<file path="src/rtl/md_pkg.sv">
// Shared definitions for the EX-stage multiply/divide unit.
//   - ALU op codes handled by ex_muldiv_unit (20..27)
//   - FSM state type
//   - LO value written on divide by zero
package md_pkg;

    localparam logic [4:0] OP_MULT  = 5'd20;
    localparam logic [4:0] OP_MULTU = 5'd21;
    localparam logic [4:0] OP_DIV   = 5'd22;
    localparam logic [4:0] OP_DIVU  = 5'd23;
    localparam logic [4:0] OP_MFHI  = 5'd24;
    localparam logic [4:0] OP_MFLO  = 5'd25;
    localparam logic [4:0] OP_MTHI  = 5'd26;
    localparam logic [4:0] OP_MTLO  = 5'd27;

    typedef enum logic [1:0] {
        IDLE = 2'd0,
        BUSY = 2'd1,
        DONE = 2'd2
    } md_state_t;

    localparam logic [31:0] DIV0_LO = 32'hFFFF_FFFF;

endpackage

</file>
<file path="src/rtl/md_iter_core.sv">
// Iterative multiply/divide datapath: one shift-add (multiply) or one
// restoring shift-subtract (divide) step per i_step. Works on unsigned
// magnitudes only; signs are handled by the parent.
//   Clk, Reset     : clock, synchronous active-high reset
//   i_load         : load i_lo_init into the low half, clear the high half, latch i_opd
//   i_step         : perform one iteration
//   i_div          : 1 = divide step, 0 = multiply step
//   i_lo_init      : multiplier (mul) or dividend (div)
//   i_opd          : multiplicand (mul) or divisor (div)
//   o_step_hi_c/lo_c : value the registers take after the current step
//                    (lets the parent commit the last step at the same edge)
module md_iter_core #(
    parameter int unsigned XLEN = 32
) (
    input  logic            Clk,
    input  logic            Reset,
    input  logic            i_load,
    input  logic            i_step,
    input  logic            i_div,
    input  logic [XLEN-1:0] i_lo_init,
    input  logic [XLEN-1:0] i_opd,
    output logic [XLEN-1:0] o_step_hi_c,
    output logic [XLEN-1:0] o_step_lo_c
);

    logic [XLEN-1:0] r_hi;
    logic [XLEN-1:0] r_lo;
    logic [XLEN-1:0] r_opd;

    logic [XLEN:0]   w_sum;
    logic [XLEN:0]   w_rem_sh;
    logic [XLEN:0]   w_trial;

    // Next-step value for both modes
    always_comb begin
        w_sum    = {1'b0, r_hi} + (r_lo[0] ? {1'b0, r_opd} : '0);
        w_rem_sh = {r_hi, r_lo[XLEN-1]};
        w_trial  = w_rem_sh - {1'b0, r_opd};
        if (i_div) begin
            // Trial subtraction; a clear top bit means the divisor fits
            if (!w_trial[XLEN]) begin
                o_step_hi_c = w_trial[XLEN-1:0];
                o_step_lo_c = {r_lo[XLEN-2:0], 1'b1};
            end else begin
                o_step_hi_c = w_rem_sh[XLEN-1:0];
                o_step_lo_c = {r_lo[XLEN-2:0], 1'b0};
            end
        end else begin
            o_step_hi_c = w_sum[XLEN:1];
            o_step_lo_c = {w_sum[0], r_lo[XLEN-1:1]};
        end
    end

    // Accumulator / remainder registers
    always_ff @(posedge Clk) begin
        if (Reset) begin
            r_hi  <= '0;
            r_lo  <= '0;
            r_opd <= '0;
        end else if (i_load) begin
            r_hi  <= '0;
            r_lo  <= i_lo_init;
            r_opd <= i_opd;
        end else if (i_step) begin
            r_hi  <= o_step_hi_c;
            r_lo  <= o_step_lo_c;
        end
    end

endmodule

</file>
<file path="src/rtl/ex_muldiv_unit.sv">
// EX-stage iterative multiply/divide unit owning the HI/LO registers.
// Long ops (MULT/MULTU/DIV/DIVU) run for ITER cycles while Stall holds the
// front of the pipeline; MFHI/MFLO/MTHI/MTLO complete in a single cycle.
//   Clk, Reset   : clock, synchronous active-high reset
//   Valid        : EX instruction is live
//   ALUOp        : op code from ID/EX
//   A, B         : forwarded rs / rt values
//   Flush        : squash the in-flight op
//   Stall        : hold PC, IF/ID, ID/EX (combinational)
//   Busy         : iteration in progress
//   Result       : HI/LO for MFHI/MFLO, else 0 (combinational)
//   ResultValid  : Result is valid this cycle
//   Hi, Lo       : architectural HI/LO
module ex_muldiv_unit
    import md_pkg::*;
#(
    parameter int unsigned XLEN = 32,
    parameter int unsigned ITER = 32
) (
    input  logic            Clk,
    input  logic            Reset,
    input  logic            Valid,
    input  logic [4:0]      ALUOp,
    input  logic [XLEN-1:0] A,
    input  logic [XLEN-1:0] B,
    input  logic            Flush,
    output logic            Stall,
    output logic            Busy,
    output logic [XLEN-1:0] Result,
    output logic            ResultValid,
    output logic [XLEN-1:0] Hi,
    output logic [XLEN-1:0] Lo
);

    localparam int unsigned CW = $clog2(ITER);

    md_state_t       r_state;
    logic [CW-1:0]   r_cnt;
    logic            r_is_div;
    logic            r_neg_q;   // negate quotient / product
    logic            r_neg_r;   // negate remainder
    logic            r_dvz;     // divide by zero
    logic [XLEN-1:0] r_hi;
    logic [XLEN-1:0] r_lo;

    logic            w_long;
    logic            w_div_op;
    logic            w_signed_op;
    logic            w_start;
    logic [XLEN-1:0] w_abs_a;
    logic [XLEN-1:0] w_abs_b;
    logic [XLEN-1:0] w_step_hi;
    logic [XLEN-1:0] w_step_lo;
    logic [2*XLEN-1:0] w_prod;
    logic [XLEN-1:0] w_quo;
    logic [XLEN-1:0] w_rem;

    assign w_long      = (ALUOp >= OP_MULT) && (ALUOp <= OP_DIVU);
    assign w_div_op    = (ALUOp == OP_DIV)  || (ALUOp == OP_DIVU);
    assign w_signed_op = (ALUOp == OP_MULT) || (ALUOp == OP_DIV);
    assign w_start     = (r_state == IDLE) && Valid && w_long;

    assign w_abs_a = (w_signed_op && A[XLEN-1]) ? -A : A;
    assign w_abs_b = (w_signed_op && B[XLEN-1]) ? -B : B;

    md_iter_core #(.XLEN(XLEN)) u_core (
        .Clk         (Clk),
        .Reset       (Reset),
        .i_load      (w_start && !Flush),
        .i_step      (r_state == BUSY),
        .i_div       (r_state == BUSY ? r_is_div : w_div_op),
        .i_lo_init   (w_div_op ? w_abs_a : w_abs_b),
        .i_opd       (w_div_op ? w_abs_b : w_abs_a),
        .o_step_hi_c (w_step_hi),
        .o_step_lo_c (w_step_lo)
    );

    // Sign correction of the final step's value
    assign w_prod = r_neg_q ? -{w_step_hi, w_step_lo} : {w_step_hi, w_step_lo};
    assign w_quo  = r_dvz ? DIV0_LO : (r_neg_q ? -w_step_lo : w_step_lo);
    assign w_rem  = r_neg_r ? -w_step_hi : w_step_hi;

    // Control FSM and HI/LO
    always_ff @(posedge Clk) begin
        if (Reset) begin
            r_state  <= IDLE;
            r_cnt    <= '0;
            r_is_div <= 1'b0;
            r_neg_q  <= 1'b0;
            r_neg_r  <= 1'b0;
            r_dvz    <= 1'b0;
            r_hi     <= '0;
            r_lo     <= '0;
        end else if (Flush) begin
            r_state <= IDLE;
        end else begin
            case (r_state)
                IDLE: begin
                    if (w_start) begin
                        r_state  <= BUSY;
                        r_cnt    <= CW'(ITER - 1);
                        r_is_div <= w_div_op;
                        r_neg_q  <= w_signed_op && (A[XLEN-1] ^ B[XLEN-1]);
                        r_neg_r  <= w_signed_op && A[XLEN-1];
                        r_dvz    <= w_div_op && (B == '0);
                    end else if (Valid && ALUOp == OP_MTHI) begin
                        r_hi <= A;
                    end else if (Valid && ALUOp == OP_MTLO) begin
                        r_lo <= A;
                    end
                end
                BUSY: begin
                    if (r_cnt == '0) begin
                        r_state <= DONE;
                        if (r_is_div) begin
                            r_hi <= w_rem;
                            r_lo <= w_quo;
                        end else begin
                            r_hi <= w_prod[2*XLEN-1:XLEN];
                            r_lo <= w_prod[XLEN-1:0];
                        end
                    end else begin
                        r_cnt <= r_cnt - CW'(1);
                    end
                end
                DONE:    r_state <= IDLE;
                default: r_state <= IDLE;
            endcase
        end
    end

    always_comb begin
        Stall       = 1'b0;
        ResultValid = 1'b0;
        Result      = '0;
        if (!Reset) begin
            Stall = w_start || (r_state == BUSY);
            if ((r_state == IDLE) && Valid && (ALUOp == OP_MFHI)) begin
                Result      = r_hi;
                ResultValid = 1'b1;
            end else if ((r_state == IDLE) && Valid && (ALUOp == OP_MFLO)) begin
                Result      = r_lo;
                ResultValid = 1'b1;
            end
        end
    end

    assign Busy = (r_state == BUSY);
    assign Hi   = r_hi;
    assign Lo   = r_lo;

endmodule

</file>
<file path="config.mk">
export PLATFORM = sky130hd
export DESIGN_NAME = ex_muldiv_unit
export DESIGN_NICKNAME = d
export VERILOG_FILES = /design/src/rtl/md_pkg.sv /design/src/rtl/md_iter_core.sv /design/src/rtl/ex_muldiv_unit.sv
export SDC_FILE = /design/constraint.sdc
export NUM_CORES = 1
export LEC_CHECK = 0
export BUFFER_PORTS_ARGS = -buffer_cell sky130_fd_sc_hd__buf_2
export CAP_MARGIN = 25
export CORE_AREA = 10 10 202 204
export CTS_BUF_LIST = sky130_fd_sc_hd__clkbuf_8
export DETAILED_ROUTE_END_ITERATION = 8
export DIE_AREA = 0 0 212 214
export PLACE_DENSITY_LB_ADDON = 0.08
export REMOVE_ABC_BUFFERS = 1
export SLEW_MARGIN = 20
export SYNTH_ARGS = -nofsm -noshare
export SYNTH_HDL_FRONTEND = slang
export SYNTH_SLANG_ARGS = --single-unit
</file>
<file path="constraint.sdc">
create_clock -name Clk -period 6.1 [get_ports Clk]
set_input_delay 0.61 -clock Clk [delete_from_list [all_inputs] [get_ports Clk]]
set_output_delay 0.61 -clock Clk [all_outputs]
set_load 0.03 [all_outputs]
</file>
==> metrics.cfg <==
[outcome]
status = complete, no violations

[detailed_routing]
wl_per_cell_um = 23.0
wirelength_um = 66600
vias = 18000
drc = 0
firstDrtPassIters = 6
postRouteAntennaNets = 0
routed_via_density = 6.21
drt_iter0_drc = 1692

[worst_hold_path]
worstHoldStart = Flush
whs_endpoint = r_state[1]
hp-class = in -> reg
whs_path_depth = 2

[pwr]
p_leak_nw = 7.21
power.internal_mw = 1.71
p_clk_share_pct = 30.6
p_switching_mw = 1.02
power.density_nw_per_um2 = 153
power_frac_comb_pct = 27.2
ir_drop_mv = 0.101
swShare_pct = 37.3
seqPwrFrac_pct = 42.2

[synth]
synth_top_area_share_pct = 21.0
synth-edff-count = 0
yosysTopAreaCell = dfxtp_1
syn_inst = 2345
synth_ff_type = dfxtp_1
ys_seq_area_share_pct = 21.0
synth_area_per_cell_um2 = 6.95
netlist_area_um2 = 16300
synth_warnings = 0
ys_types = 79
synth_area_leaders = dfxtp_1, a21oi_1, nand2_1
synthArstFlopShare_pct = 0
synth_seq_cells = 171

[timing]
skew_ps = 22.8
hold_violations = 0
period_share_pct = 95.1
max_freq_ghz = 0.172
drv_slew = 0
setup_viol_count_final = 0
relSlewSlack_pct = 27.1
hold-worst-slack_ps = 372
layout_min_cycle_time_ps = 5800
rsz0062_at_grt = no
final.setup.tns_ps = 0
worstMarginPinSlew_ps = 1090

[floorplan]
io_pins = 172
die_area_um2 = 45400
die_h_um = 214
fp.dieW_um = 212
design.core.area_um2 = 37000
rows = 71
start_util_pct = 44.0

[setup_path]
arrival_ps = 6230
timing.rr.start = u_core.r_lo[31]
path_max_fanout = 13
end_kind = register
rrSetupSlack_ps = 300
worst_setup_path_start_kind = register
worstRegToRegCells = 23
rr_endpoint = Hi[8]
crit_type = reg -> reg
cp.required_ps = 6530

[cts]
clockRootBuffer = clkbuf_8
cts_setup_buffers = 0
cts_tree = built
htree_levels = 4
clk_latency_ps = 520
cts.repair.resized = 0
numCtsBuffers = 17
ctsHoldBuffers = 0
clk_pin_slew_ps = 110
clock_sinks = 171
cts_max_path_buffers = 2

[grt]
grt_max_degree = 98
grt_antenna_before_repair = 0
grt_pass1_wl_um = 101000
grtUsageTotal_pct = 28.1
grt_pass1_vias = 16900
grt_remaining_overflow = 0

[layout]
final_common_cell = nand2_1
final_nets = 2559
layout_common_cells = nand2_1, a21oi_1, nor2_1, dfxtp_1, buf_2
antenna_cells = 0
n_fill_cell = 3881
syn2layout_area_growth_pct = 9.51
stdcell_count = 2901
drive_above_1_share_pct = 11.6

[placed_design]
numPortBuffers = 171
place_congestion = 1.00
dp.cells = 2868
dpl.hpwl_um = 50600

[run]
drv_cap = 0

## power by group through the flow
| stage | Sequential (mW) | Clock [mW] | Combinational, mW |
|---|---|---|---|
| floorplan | 1.18 | 0 | 0.457 |
| global placement | 1.18 | 0 | 0.721 |
| detailed placement | 1.18 | 0 | 0.724 |
| CTS | 1.15 | 0.845 | 0.729 |
| global route | 1.15 | 0.877 | 0.800 |
| finish | 1.15 | 0.837 | 0.743 |
## metal layers
layer / vias up / part of all wire (%) / global-route usage, %
met1: 8621 / 45 / 38.5
li1: 8608 / - / -
met2: 693 / 46 / 45.3
met3: 85 / 6.7 / 3.39
met5: - / 0 / 0
met4: 0 / 2.0 / 7.48
## cell type report
class	count	area, um2	share of cell area (%)
well taps	474	593	3.32
clock inverters	15	138	0.771
flip-flops and latches	171	3420	19.2
repair buffers	210	1180	6.63
multi-input cells	1944	12000	67.3
inverters	70	268	1.50
clock buffers	17	234	1.31
## worst max-delay path by stage
stage / from / cells past startpoint / endpoint / slack [ps]
6_report: u_core.r_lo[31] / 23 / Hi[8] / 300
5_1_grt: u_core.r_lo[31] / 23 / Hi[8] / 8
4_1_cts: u_core.r_lo[31] / 23 / Hi[8] / 400
3_5_place_dp: u_core.r_lo[31] / 23 / Hi[8] / 460
3_3_place_gp: u_core.r_lo[31] / 23 / Hi[8] / 600
2_1_floorplan: r_state[1] / 16 / Hi[8] / -2000
## critical path, stage by stage, from the launching register on
cell and delay [ps]:
dfxtp_1 400, inv_1 110, ha_1 170, inv_1 50
fa_1 410, a211oi_1 330, o211ai_1 190, a221oi_2 490
and2b_4 280, o211ai_4 180, nor2_1 110, a21oi_1 290
ha_1 250, o2111a_1 190, and2_1 170, nor3b_1 400
and3_1 370, a21oi_1 100, buf_4 200, nor3_1 310
a21oi_1 130, xor2_1 160, a211o_1 290, a21oi_1 110
## stage by stage
step | total power, mW | utilization, % | area [um2] | setup WS [ps]
2_1_floorplan | 1.64 | - | 15700 | -2000
3_3_place_gp | 1.90 | 47.1 | 17500 | 596
3_5_place_dp | 1.90 | 47.1 | 17500 | 456
4_1_cts | 2.73 | 48.1 | 17800 | 397
5_1_grt | 2.83 | 48.2 | 17900 | 8.05
6_report | 2.73 | 48.2 | 17900 | 299
## state kept, by name (all words and copies together), names as in the netlist
register	count
u_core.r_lo	32
r_state	2
r_neg_q	1
Lo	32
u_core.r_hi	32
r_neg_r	1
Hi	32
r_dvz	1
r_is_div	1
r_cnt	5
u_core.r_opd	32
## cell usage after synthesis (8+ instances only)
| master | count |
|---|---|
| a21oi_1 | 272 |
| or3_1 | 16 |
| dfxtp_1 | 171 |
| nor4_1 | 19 |
| nand3_1 | 40 |
| or2_2 | 10 |
| nand2_1 | 342 |
| nand2b_1 | 13 |
| o21a_1 | 15 |
| a31oi_1 | 26 |
| or4_1 | 8 |
| and3_1 | 24 |
| nor2b_1 | 9 |
| buf_1 | 20 |
| ha_1 | 70 |
| a211o_1 | 11 |
| nand4_1 | 22 |
| clkbuf_1 | 124 |
| and2_1 | 20 |
| nor2_1 | 275 |
| a211oi_1 | 49 |
| o31ai_1 | 19 |
| o221ai_1 | 26 |
| inv_1 | 68 |
| a311oi_1 | 10 |
| a21o_1 | 20 |
| o211ai_1 | 96 |
| xor2_1 | 64 |
| o21ai_0 | 108 |
| buf_2 | 12 |
| a21boi_0 | 11 |
| mux2i_1 | 87 |
| o41ai_1 | 13 |
| xnor2_1 | 87 |
| nor3_1 | 51 |
| o31a_1 | 9 |
## kinds of logic (layout without fill, tap and decap cells)
family	after synthesis	count (layout)	share of synthesized area, %
and+or+nand+nor	886	886	24.7
AOI/OAI and AO/OA	747	747	29.6
buffers and inverters	230	312	5.53
DFF	171	171	21.0
xor gates and xnor gates	151	151	8.11
muxes	88	88	5.41
adders and majority gates	72	72	5.62
No activity file was read; power rests on OpenSTA's default activity.
